<file path="config.mk">
export PLATFORM = sky130hd
export DESIGN_NAME = sprite_scheduler
export DESIGN_NICKNAME = d
export VERILOG_FILES = /design/src/rtl/sprite_pkg.sv /design/src/rtl/sprite_desc_table.sv /design/src/rtl/sprite_scheduler.sv
export SDC_FILE = /design/constraint.sdc
export NUM_CORES = 1
export LEC_CHECK = 0
export CAP_MARGIN = 15
export CORE_MARGIN = 3
export CORE_UTILIZATION = 45
export CTS_CLUSTER_SIZE = 28
export DETAILED_ROUTE_END_ITERATION = 10
export MAX_ROUTING_LAYER = met4
export PLACE_DENSITY = 0.73
export SLEW_MARGIN = 40
export SYNTH_ARGS = -nofsm -noshare
export SYNTH_HDL_FRONTEND = slang
export SYNTH_SLANG_ARGS = --single-unit
</file>
<file path="constraint.sdc">
create_clock -name clk -period 8.7 [get_ports clk]
set_clock_uncertainty 0.2 [all_clocks]
set_input_delay 1.305 -clock clk [delete_from_list [all_inputs] [get_ports clk]]
set_output_delay 1.305 -clock clk [all_outputs]
set_load 0.01 [all_outputs]
</file>
<file path="src/rtl/sprite_pkg.sv">
// Shared types and geometry constants for the sprite scheduler and its
// descriptor table; SCREEN_W/SCREEN_H are also used by sprite_render.
package sprite_pkg;

  localparam int CORDW       = 10;
  localparam int NUM_SPRITES = 16;
  localparam int SPR_WIDTH   = 32;
  localparam int SPR_HEIGHT  = 32;
  localparam int SPR_IDW     = 4;
  localparam int SCREEN_W    = 800;
  localparam int SCREEN_H    = 480;

  localparam int IDX_W   = $clog2(NUM_SPRITES);
  localparam int CNT_W   = IDX_W + 1;
  localparam int SPR_MAX = (SPR_WIDTH > SPR_HEIGHT) ? SPR_WIDTH : SPR_HEIGHT;
  // Wide enough for max coordinate plus an 8x-scaled footprint, so no wrap.
  localparam int FOOT_W  = CORDW + $clog2(8 * SPR_MAX);

  typedef struct packed {
    logic               valid;
    logic [CORDW-1:0]   x;
    logic [CORDW-1:0]   y;
    logic [2:0]         scale;
    logic [SPR_IDW-1:0] id;
  } sprite_desc_t;

  typedef enum logic [2:0] {
    IDLE,
    FETCH,
    CHECK,
    ARM,
    RUN,
    NEXT,
    DONE
  } sched_state_t;

  function automatic logic fits_on_screen(input logic [CORDW-1:0] pos,
                                          input logic [2:0]       scale,
                                          input int               nominal,
                                          input int               limit);
    logic [FOOT_W-1:0] far_edge;
    far_edge = FOOT_W'(pos) + FOOT_W'(nominal) * (FOOT_W'(scale) + FOOT_W'(1));
    return far_edge <= FOOT_W'(limit);
  endfunction

endpackage

</file>
<file path="src/rtl/sprite_desc_table.sv">
// Descriptor register file: one write port, one registered read port.
// Reset only invalidates entries; payload fields are left as they were.
module sprite_desc_table
  import sprite_pkg::*;
(
  input  logic               clk,
  input  logic               rst,
  input  logic               wr_en_i,
  input  logic [IDX_W-1:0]   wr_idx_i,
  input  sprite_desc_t       wr_desc_i,
  input  logic               rd_en_i,
  input  logic [IDX_W-1:0]   rd_idx_i,
  output sprite_desc_t       rd_desc_o
);

  sprite_desc_t mem_q [NUM_SPRITES];
  sprite_desc_t rd_desc_q;

  // NOTE: only the valid bits are reset; clearing the whole array would add
  // reset fan-out to every payload flop for data nobody reads while invalid.
  always_ff @(posedge clk) begin
    if (rst) begin
      for (int i = 0; i < NUM_SPRITES; i++) begin
        mem_q[i].valid <= 1'b0;
      end
    end else if (wr_en_i) begin
      mem_q[wr_idx_i] <= wr_desc_i;
    end
  end

  // Read samples the pre-write contents, so a same-edge write is not seen.
  always_ff @(posedge clk) begin
    if (rst) begin
      rd_desc_q <= '0;
    end else if (rd_en_i) begin
      rd_desc_q <= mem_q[rd_idx_i];
    end
  end

  assign rd_desc_o = rd_desc_q;

endmodule

</file>
<file path="src/rtl/sprite_scheduler.sv">
// Frame sequencer: walks the descriptor table on frame_start and arms
// sprite_render once per valid, fully on-screen entry, in index order.
module sprite_scheduler
  import sprite_pkg::*;
(
  input  logic               clk,
  input  logic               rst,
  input  logic               wr_en,
  input  logic [IDX_W-1:0]   wr_idx,
  input  logic               wr_valid,
  input  logic [CORDW-1:0]   wr_x,
  input  logic [CORDW-1:0]   wr_y,
  input  logic [2:0]         wr_scale,
  input  logic [SPR_IDW-1:0] wr_id,
  input  logic               frame_start,
  output logic               rnd_rst,
  output logic               rnd_enable,
  output logic [CORDW-1:0]   rnd_sx,
  output logic [CORDW-1:0]   rnd_sy,
  output logic [2:0]         rnd_scale,
  output logic [SPR_IDW-1:0] rnd_id,
  input  logic               rnd_finish,
  output logic               busy,
  output logic               frame_done,
  output logic [CNT_W-1:0]   skip_count,
  output logic               overrun
);

  sched_state_t     state_q, state_d;
  logic [IDX_W-1:0] idx_q, idx_d;
  logic [CNT_W-1:0] skip_q, skip_d;
  logic             busy_q, busy_d;
  logic             done_q, done_d;
  logic             overrun_q, overrun_d;
  logic             rendered_q;
  logic             fetch_en;
  logic             on_screen;
  logic             start_accept;
  sprite_desc_t     wr_desc;
  sprite_desc_t     work;

  assign wr_desc = '{valid: wr_valid, x: wr_x, y: wr_y, scale: wr_scale, id: wr_id};

  sprite_desc_table u_table (
    .clk       (clk),
    .rst       (rst),
    .wr_en_i   (wr_en),
    .wr_idx_i  (wr_idx),
    .wr_desc_i (wr_desc),
    .rd_en_i   (fetch_en),
    .rd_idx_i  (idx_q),
    .rd_desc_o (work)
  );

  assign on_screen = fits_on_screen(work.x, work.scale, SPR_WIDTH, SCREEN_W) &&
                     fits_on_screen(work.y, work.scale, SPR_HEIGHT, SCREEN_H);

  assign start_accept = frame_start && (state_q == IDLE);

  // NOTE: every output of this block gets a default first, so no path can
  // leave a signal unassigned and infer a latch.
  always_comb begin
    state_d   = state_q;
    idx_d     = idx_q;
    skip_d    = skip_q;
    fetch_en  = 1'b0;
    done_d    = (state_q == DONE);
    overrun_d = overrun_q | (frame_start && (state_q != IDLE));
    busy_d    = start_accept ? 1'b1 : (done_q ? 1'b0 : busy_q);

    case (state_q)
      IDLE: begin
        if (frame_start) begin
          state_d = FETCH;
          idx_d   = '0;
          skip_d  = '0;
        end
      end
      FETCH: begin
        fetch_en = 1'b1;
        state_d  = CHECK;
      end
      CHECK: begin
        if (!work.valid) begin
          state_d = NEXT;
        end else if (!on_screen) begin
          state_d = NEXT;
          skip_d  = skip_q + CNT_W'(1);
        end else begin
          state_d = ARM;
        end
      end
      ARM:  state_d = RUN;
      RUN: begin
        if (rnd_finish) state_d = NEXT;
      end
      NEXT: begin
        if (idx_q == IDX_W'(NUM_SPRITES - 1)) begin
          state_d = DONE;
        end else begin
          idx_d   = idx_q + IDX_W'(1);
          state_d = FETCH;
        end
      end
      DONE:    state_d = IDLE;
      default: state_d = IDLE;
    endcase
  end

  // NOTE: state is updated with non-blocking assignments so every flop
  // samples pre-edge values regardless of statement order.
  always_ff @(posedge clk) begin
    if (rst) begin
      state_q    <= IDLE;
      idx_q      <= '0;
      skip_q     <= '0;
      busy_q     <= 1'b0;
      done_q     <= 1'b0;
      overrun_q  <= 1'b0;
      rendered_q <= 1'b0;
    end else begin
      state_q    <= state_d;
      idx_q      <= idx_d;
      skip_q     <= skip_d;
      busy_q     <= busy_d;
      done_q     <= done_d;
      overrun_q  <= overrun_d;
      rendered_q <= (state_q == RUN);
    end
  end

  // The NEXT pulse clears the renderer's held finish after a real render.
  assign rnd_rst    = rst || (state_q == ARM) || ((state_q == NEXT) && rendered_q);
  assign rnd_enable = (state_q == RUN);
  assign rnd_sx     = work.x;
  assign rnd_sy     = work.y;
  assign rnd_scale  = work.scale;
  assign rnd_id     = work.id;
  assign busy       = busy_q;
  assign frame_done = done_q;
  assign skip_count = skip_q;
  assign overrun    = overrun_q;

endmodule

</file>
==> impl_results.md, run 1 <==
- Outcome: complete, no violations
- Clock-pin slew on the worst setup and hold paths: around 0.060 ns
- Slowest cell on the critical path: clkdlybuf4s50_1
- Warnings, synthesis: 0
- Flops & latches, synth: 492
- Post_cts resized: 0
- Mean Syn Cell Area: 19.9 µm²
- Fin util: 53.1%
- H-tree depth: 2
- Vias in the first global route: roughly 9800
- Dominant cell by count in the synthesized netlist: edfxtp_1
- CP max FO: 12
- Share of cells above drive strength 1: between 20 and 30%
- First-pass GRT wire length: approximately 63 mm
- Setup Buffers After CTS: 0
- GP Congestion: 0.756
- Die footprint: 45700 µm²
- Clk_lat worst skew: ~0.57 ns
- Vias: 9645
- Min Tclk post-route: approximately 3.8 ns
- Mapped Cells: approximately 980
- Fmax: 0.264 GHz
- Setup crit start kind: primary input
- Die Y-Extent: 214 µm
- Initial antenna violation count: 0
- Main flop type after synthesis: edfxtp_1
- Largest family of logic cells by synthesized area: multiplexers
- Crit path cell chain: buf_2, a21o_1, clkdlybuf4s50_1
- Final hold vios: 0
- Final setup fails: 0
- Syn Nets: ~1000
- Slew HR: 43.3%
- PD cells: between 200 and 250 nW/µm²
- Slew Viols, Final: 0
- Residual DRC count: 0
- Maximum clock insertion buffer count: 3
- GRT Overall Usage: around 19%
- Post-synthesis xor/xnor area fraction: 0.270%
- Synthesized area: 19400 µm²
- PortBufs: 73
- Synthesis-to-layout area growth: 15.8%
- Initial DRT Pass Iterations: 5
- Placed cells: around 1600
- Mux contribution to synthesized area: between 10% and 20%
- GRT overflow: 0
- Top-area cell type share of the netlist area: just under 70%
- Max incr delay on CP: approximately 0.53 ns
- Crit Path Class: primary input to output port
- Final WS setup: 4.91 ns
- Diode count: 0
- Via-to-Cell Ratio: 5.78
- Final Cycle Share: between 40% and 50%
- Final antenna-violating net count: 0
- Num CTS Buffers: 49
- Fillers: ~3200
- Initial Util: 45.9%
- Nets@finish: around 1100
- Max Cap Viol: 0
- Post-synth top cells: 448 x edfxtp_1, 140 x mux4_2, 76 x nand2_1
- CTS tree: done
- Die width: 214 µm
- Sequential-to-total area share from yosys stat: 73.8%
- Slew @ Worst Pin: between 0.8 and 0.9 ns
- Unique masters post-synth: 44
- CTS Hold Bufs: 0
- CP Capture Type: output port
- Post-DP HPWL: approximately 23 mm
- Number of core rows: 75
- Hold WS: 0.266 ns
- Asr flop ratio synth: 0%
- Area of the core: between 40000 and 50000 µm²
- WL per Instance: 25.2 µm
- DRT iter0 DRCs: around 1000
- CTS sink cnt: ~490
- Non-filler cells, final: about 1700
- CP delay by family, top: buffers and inverters
- Largest area contributor in the netlist: edfxtp_1
- Synth Area in Adders: less than 1%
- DP Worst Slack: around 4.7 ns
- Number of flops mapped to enable cells by yosys: between 400 and 500
- Dominant cells by area after synthesis: edfxtp_1 69%, mux4_2 16%, dfxtp_1 4.5%, nand2_1 1.5%, a21oi_1 1.1%
- Post-synthesis compound-gate area fraction: approximately 1.8%
- Largest net degree at the start of global routing: 57
- Synth Area in Simple Gates: under 10%
- Data arrival time of the worst path: about 2.3 ns
- Leakage: 6.95 nW
- Required @ worst endpoint: slightly above 7 ns
- RSZ-0062 raised after global routing: false
- Setup_tns: 0 ns
- Hold Path Class: register to register
- Buf+Inv Stages, Crit Path: 2
- CTS root buf: clkbuf_16
- I/O pins: 74
- VDD IR max: around 0.00017 V
- Final wirelength: 42.0 mm
==> worst register-to-register path, stage by stage, from the launching register on <==
cell and delay [ns]:
dfxtp_1 0.64, ha_1 0.26, xor2_1 0.26, ha_1 0.23
nand2_1 0.13, or3_1 0.37, a221oi_1 0.28, o311a_1 0.35
a21boi_1 0.16, mux2i_1 0.16
==> metrics by stage <==
step           total power [mW]  cell area [µm²]
2_1_floorplan              2.96            19400
3_3_place_gp               3.08            20700
3_5_place_dp               3.09            20900
4_1_cts                    5.16            22500
5_1_grt                    5.29            22500
6_report                   5.11            22500
==> worst paths after layout <==
check / from / endpoint / slack (ns) / cells after the start
worst max-delay path: rst / rnd_rst / 4.91 / 3
worst max register to register: u_table.rd_desc_o[4] / skip_count[0] / 5.52 / 9
worst min register to register: u_table.rd_desc_o[0] / u_table.rd_desc_o[0] / 0.27 / 2
worst min-delay path: u_table.rd_desc_o[0] / u_table.rd_desc_o[0] / 0.27 / 2
==> flip-flops by register name, summed over array words and instances (netlist names) <==
name	cells
u_table.mem_q	448
u_table.rd_desc_o	28
skip_count	5
idx_q	4
state_q	3
busy	1
frame_done	1
overrun	1
rendered_q	1
==> cell type report <==
cell class / count / area (µm²) / area share [%]
Clock buffer: 58 / 1310 / 5.83
Clock inverter: 32 / 293 / 1.30
Inverter: 9 / 33.8 / 0.150
Multi-Input combinational cell: 402 / 4730 / 21.1
Sequential cell: 492 / 14300 / 63.8
Tap cell: 577 / 722 / 3.21
Timing Repair Buffer: 100 / 1050 / 4.66
==> cell usage in the layout, fill, tap and decap left out, types with 2 or more instances in the layout <==
master | synthesis | layout
or2_1 | 4 | 4
buf_6 | 7 | 2
nor2b_1 | 4 | 4
nor2_1 | 25 | 12
o21ai_0 | 5 | 5
buf_16 | 0 | 5
or2_2 | 12 | 12
clkinv_4 | 0 | 2
a21o_1 | 4 | 4
and3_1 | 4 | 4
clkinvlp_4 | 0 | 4
xnor2_1 | 2 | 2
nor3_1 | 11 | 7
fa_1 | 2 | 2
dfxtp_1 | 44 | 40
clkbuf_1 | 24 | 5
mux2i_1 | 5 | 5
a21oi_1 | 41 | 41
or3_1 | 3 | 3
clkinv_1 | 0 | 9
nand2_1 | 76 | 76
clkbuf_16 | 0 | 50
nand2b_1 | 9 | 9
and2_1 | 16 | 16
ha_1 | 11 | 11
bufinv_16 | 0 | 4
clkdlybuf4s50_1 | 0 | 72
nor3_2 | 0 | 4
dfxtp_4 | 0 | 3
buf_4 | 27 | 19
clkinv_2 | 0 | 11
nand4_1 | 5 | 5
edfxtp_1 | 448 | 448
nand3_1 | 4 | 4
clkbuf_8 | 0 | 3
mux4_2 | 140 | 140
xor2_1 | 4 | 4
inv_1 | 9 | 9
nor2_4 | 0 | 12
==> metal layers <==
metal	track usage, %	vias to the layer above	routed length, µm
li1	-	4070	-
met2	29.9	393	20300
met5	-	-	0
met3	3.44	60	3050
met1	27.9	5122	17900
met4	4.08	0	721
==> kinds of logic after synthesis <==
family,after synthesis
adders and majority gates,13
buffers and inverters,82
muxes,145
AOI/OAI and AO/OA,62
and+or+nand+nor,176
DFF,492
xor gates and xnor gates,6
==> report_power, final <==
| group | internal, mW | leakage [nW] | total (mW) | switching [mW] |
|---|---|---|---|---|
| combinational | 0.182 | 1.76 | 0.370 | 0.187 |
| clock | 1.20 | 0.783 | 2.07 | 0.874 |
| sequential | 2.62 | 4.41 | 2.67 | 0.0452 |
| total | 4.01 | 6.95 | 5.11 | 1.11 |
No activity file was read; power rests on OpenSTA's default activity.
==> run 2, diff against run 1 <==
- PLACE_DENSITY: 0.73 -> 0.75
- clock period: 8.7 -> 3.1 ns (I/O delays scaled with it)
==> impl_results.md, run 2 (synthesis gave the netlist of run 1 again) <==
- GP Congestion: about 0.86
- Largest net degree at the start of global routing: 47
- Slew HR: about half
- Min Tclk post-route: around 2.9 ns
- H-tree depth: 2
- Final wirelength: about 42 mm
- Commonest non-fill, non-tap cell in the layout: edfxtp_1
- Crit Path Class: register to output port
- WL per Instance: 24.8 µm
- Clk_lat worst skew: 0.58 ns
- Final setup fails: 0
- Fin util: between 50% and 60%
- Most frequent cells in the layout: 448 x edfxtp_1, 140 x mux4_2, 76 x nand2_1, 72 x clkdlybuf4s50_1, 49 x clkbuf_16
- Initial antenna violation count: 0
- Setup Buffers After CTS: 0
- CP max FO: 14
- Leakage: roughly 7 nW
- Diode count: 0
- Residual DRC count: 0
- Post-DP HPWL: 26.5 mm
- PortBufs: 73
- Nets@finish: between 1000 and 1500
- Max FFs per register: about 450
- Outcome: complete, no violations
- Flop2flop setup slack: approximately 0.33 ns
- Buf+Inv Stages, Crit Path: 1
- GRT Overall Usage: between 10% and 20%
- CTS Hold Bufs: 0
- Area of the core: roughly 42000 µm²
- Max incr delay on CP: just under 0.6 ns
- GRT overflow: 0
- DRT iter0 DRCs: between 1000 and 1500
- Final antenna-violating net count: 0
- Final Cycle Share: a little over nine tenths
- Largest Register: u_table.mem_q
- Slew @ Worst Pin: between 0.7 and 0.8 ns
- Slew Viols, Final: 0
- Hold Path Class: register to register
- Multi-input logic area: between 4000 and 5000 µm²
- CP delay by family, top: flip-flops
- Fillers: 3203
- Die footprint: around 46000 µm²
- RSZ-0062 raised after global routing: false
- Initial DRT Pass Iterations: 5
- I/O pins: 74
- Setup crit start kind: register
- Crit path cell chain: nor2b_1, nand2_1, o21ai_0, a21o_1, clkdlybuf4s50_1
- Setup_tns: 0 ns
- Vias in the first global route: 9674
- Die width: between 200 and 250 µm
- Post_cts resized: 0
- Die Y-Extent: 214 µm
- PD cells: ~620 nW/µm²
- Register area: 14300 µm²
- Final hold vios: 0
- First-pass GRT wire length: between 60 and 70 mm
- Slowest cell on the critical path: dfxtp_1
- Maximum clock insertion buffer count: 3
- Initial Util: 45.9%
- Share of cells above drive strength 1: 25.9%
- Vias: 9590
- Data arrival time of the worst path: roughly 2.3 ns
- CTS sink cnt: approximately 500
- VDD IR max: ~0.00047 V
- Max Cap Viol: 0
- CP Capture Type: output port
- Fmax: approximately 0.34 GHz
- CTS root buf: clkbuf_16
- CTS tree: done
- Num CTS Buffers: 49
- Number of core rows: 75
- Via-to-Cell Ratio: between 5 and 6
- Clock-pin slew on the worst setup and hold paths: approximately 0.060 ns
- Required @ worst endpoint: ~2.4 ns
- Synthesis-to-layout area growth: 16.4%
-- run 2: final cells by class --
class / instances / area share, %
multi-input cells: 402 / 21.0
flip-flops and latches: 492 / 63.4
clock inverters: 22 / 0.664
well taps: 577 / 3.19
inverters: 9 / 0.149
repair buffers: 126 / 5.74
clock buffers: 65 / 5.78
-- run 2: path summary, 6_finish.rpt --
check,start,end,cells after the start
max,state_q[2],rnd_rst,5
min,u_table.rd_desc_o[7],u_table.rd_desc_o[7],2
max reg2reg,u_table.rd_desc_o[4],skip_count[0],9
min reg2reg,u_table.rd_desc_o[7],u_table.rd_desc_o[7],2
-- run 2: report_power, final --
| group | switching (mW) | internal (mW) |
|---|---|---|
| clock | 2.38 | 3.05 |
| combinational | 0.585 | 0.531 |
| sequential | 0.0849 | 7.36 |
| total | 3.05 | 10.9 |
-- run 2: through the flow --
| step | hold WS [ns] | power (mW) | instances | cell area, µm² | worst slack (ns) |
|---|---|---|---|---|---|
| final | 0.273 | 14.0 | 1693 | 22600 | 0.173 |
| after CTS | 0.275 | 14.1 | 1693 | 22600 | 0.160 |
| after global routing | 0.293 | 14.5 | 1693 | 22600 | 0.0541 |
| after detailed placement | 0.267 | 8.71 | 1606 | 21200 | 0.233 |
| after floorplan | 0.237 | 8.30 | 976 | 19400 | 0.194 |
| after global placement | 0.252 | 8.69 | 1606 | 21200 | 0.249 |
-- run 2: layer usage --
layer / up-vias / GRT usage [%] / wire (µm)
met1: 5009 / 27.8 / 18100
met2: 396 / 29.1 / 19900
met3: 57 / 3.79 / 3180
li1: 4128 / - / -
met4: 0 / 5.74 / 931
met5: - / - / 0
-- run 2: tightest hold or removal path: cells and delay by family, from the launching register on --
family | cells | cell delay, ns
AND/OR/NAND/NOR | 1 | 0.05
flip-flops | 1 | 0.32
AO/OA/AOI/OAI | 1 | 0.05
==> run 3, diff against run 2 <==
- PLACE_DENSITY: 0.75 -> 0.73
- clock period: 3.1 -> 3.8 ns (I/O delays scaled with it)
==> impl_results.md, run 3 (synthesis gave the netlist of run 1 again) <==
- Vias in the first global route: 9640
- Largest net degree at the start of global routing: 53
- Final wirelength: just over 40 mm
- Required @ worst endpoint: 3.03 ns
- CP max FO: 14
- Residual DRC count: 0
- Min Tclk post-route: approximately 3 ns
- Initial Util: 45.9%
- Post-DP HPWL: ~25 mm
- Placed cells: 1591
- I/O pins: 74
- Slew HR: 52.6%
- Max FFs per register: ~450
- GP Congestion: 0.778
- Number of core rows: 75
- Commonest non-fill, non-tap cell in the layout: edfxtp_1
- Crit Path Class: register to output port
- Clk pwr share: 40.6%
- PD cells: approximately 520 nW/µm²
- Setup_tns: 0 ns
- Hold Startpoint: rst
- Die width: ~210 µm
- Non-filler cells, final: between 1500 and 2000
- First-pass GRT wire length: ~62 mm
- Hold Path Class: primary input to register
- Synthesis-to-layout area growth: 15.8%
- Area of the core: about 42000 µm²
- Reg power frac: 52.0%
- PortBufs: 73
- Setup crit start kind: register
- CTS tree: done
- Clock-pin slew on the worst setup and hold paths: 0.06 ns
- Leakage: between 6 and 7 nW
- Share of cells above drive strength 1: 25.8%
- Slew Viols, Final: 0
- CTS Hold Bufs: 0
- Slew @ Worst Pin: just over 0.7 ns
- Initial DRT Pass Iterations: 6
- Final antenna-violating net count: 0
- Final Cycle Share: between 70% and 80%
- Num CTS Buffers: 48
- Die Y-Extent: approximately 210 µm
- Final WS setup: 0.805 ns
- DRT iter0 DRCs: between 1000 and 1500
- Clk_lat worst skew: 0.57 ns
- CP Capture Type: output port
- CTS sink cnt: 492
- Data arrival time of the worst path: between 2 and 2.5 ns
- Switching Power: about 2.5 mW
- Flop2flop setup slack: 0.90 ns
- Fillers: ~3200
- Vias: ~9500
- VDD IR max: approximately 0.00036 V
- Via-to-Cell Ratio: approximately 5.6
- Total power draw: 11.7 mW
- Die footprint: about 46000 µm²
- DP Worst Slack: just over 0.8 ns
- Fin util: between 50 and 60%
- Final instance area: about 22000 µm²
- WL per Instance: 24.4 µm
- Max Cap Viol: 0
- GRT Overall Usage: between 10% and 20%
- RSZ-0062 raised after global routing: false
- Nets@finish: 1114
- Sw frac: 21.4%
- Fmax: roughly 0.33 GHz
- GRT overflow: 0
- Hold path cells: 2
- Final setup fails: 0
- Post-placement cell area: 20900 µm²
- Int Pwr: approximately 9 mW
- CTS root buf: clkbuf_16
- Post_cts resized: 0
- Setup Buffers After CTS: 0
- WHS Endpoint: u_table.rd_desc_o[3]
- Hold WS: around 0.18 ns
- Final hold vios: 0
- Most frequent cells in the layout: 448 x edfxtp_1, 140 x mux4_2, 76 x nand2_1, 72 x clkdlybuf4s50_1, 49 x clkbuf_16
- Largest Register: u_table.mem_q
- H-tree depth: 2
- Crit Reg-Reg Startpoint: u_table.rd_desc_o[4]
- Maximum clock insertion buffer count: 3
- Worst r2r path cells: 9
- Worst r2r dst: skip_count[1]
- Initial antenna violation count: 1
- Part of the power in combinational logic: 7.4%
- Outcome: complete, no violations
run 3: cell type report:
cell class | count | area, µm² | share of cell area, %
clock inverters | 23 | 248 | 1.10
flip-flops and latches | 492 | 14300 | 63.8
repair buffers | 111 | 1060 | 4.72
inverters | 9 | 33.8 | 0.150
well taps | 577 | 722 | 3.21
clock buffers | 67 | 1350 | 6.02
diodes | 1 | 2.50 | 0.0111
multi-input cells | 402 | 4730 | 21.0
run 3: power groups by stage:
stage,sequential [mW],combinational (mW),clock [mW]
floorplan,6.16,0.618,0
global route,6.11,0.952,5.07
detailed placement,6.22,0.884,0
global placement,6.21,0.866,0
finish,6.10,0.870,4.77
CTS,6.10,0.889,4.86
run 3: worst max-delay path by stage:
stage / start / to / cells past startpoint
6_report: state_q[2] / rnd_rst / 5
2_1_floorplan: rst / u_table.mem_q[0][27] / 4
3_3_place_gp: wr_en / u_table.mem_q[15][21] / 5
4_1_cts: state_q[2] / rnd_rst / 5
3_5_place_dp: wr_en / u_table.mem_q[15][14] / 5
5_1_grt: u_table.rd_desc_o[4] / skip_count[1] / 9
run 3: critical path: stages, from the launching register on:
cell	delay (ns)
dfxtp_1	0.56
nor2b_1	0.28
nand2_1	0.07
o21ai_0	0.07
a21o_1	0.14
clkdlybuf4s50_1	0.54
run 3: metal layers:
layer | GRT usage (%) | share of wire, % | vias up
li1 | - | - | 4094
met1 | 27.4 | 43 | 4936
met2 | 28.1 | 47 | 362
met3 | 4.24 | 7.9 | 64
met4 | 4.72 | 1.8 | 0
met5 | - | 0 | -
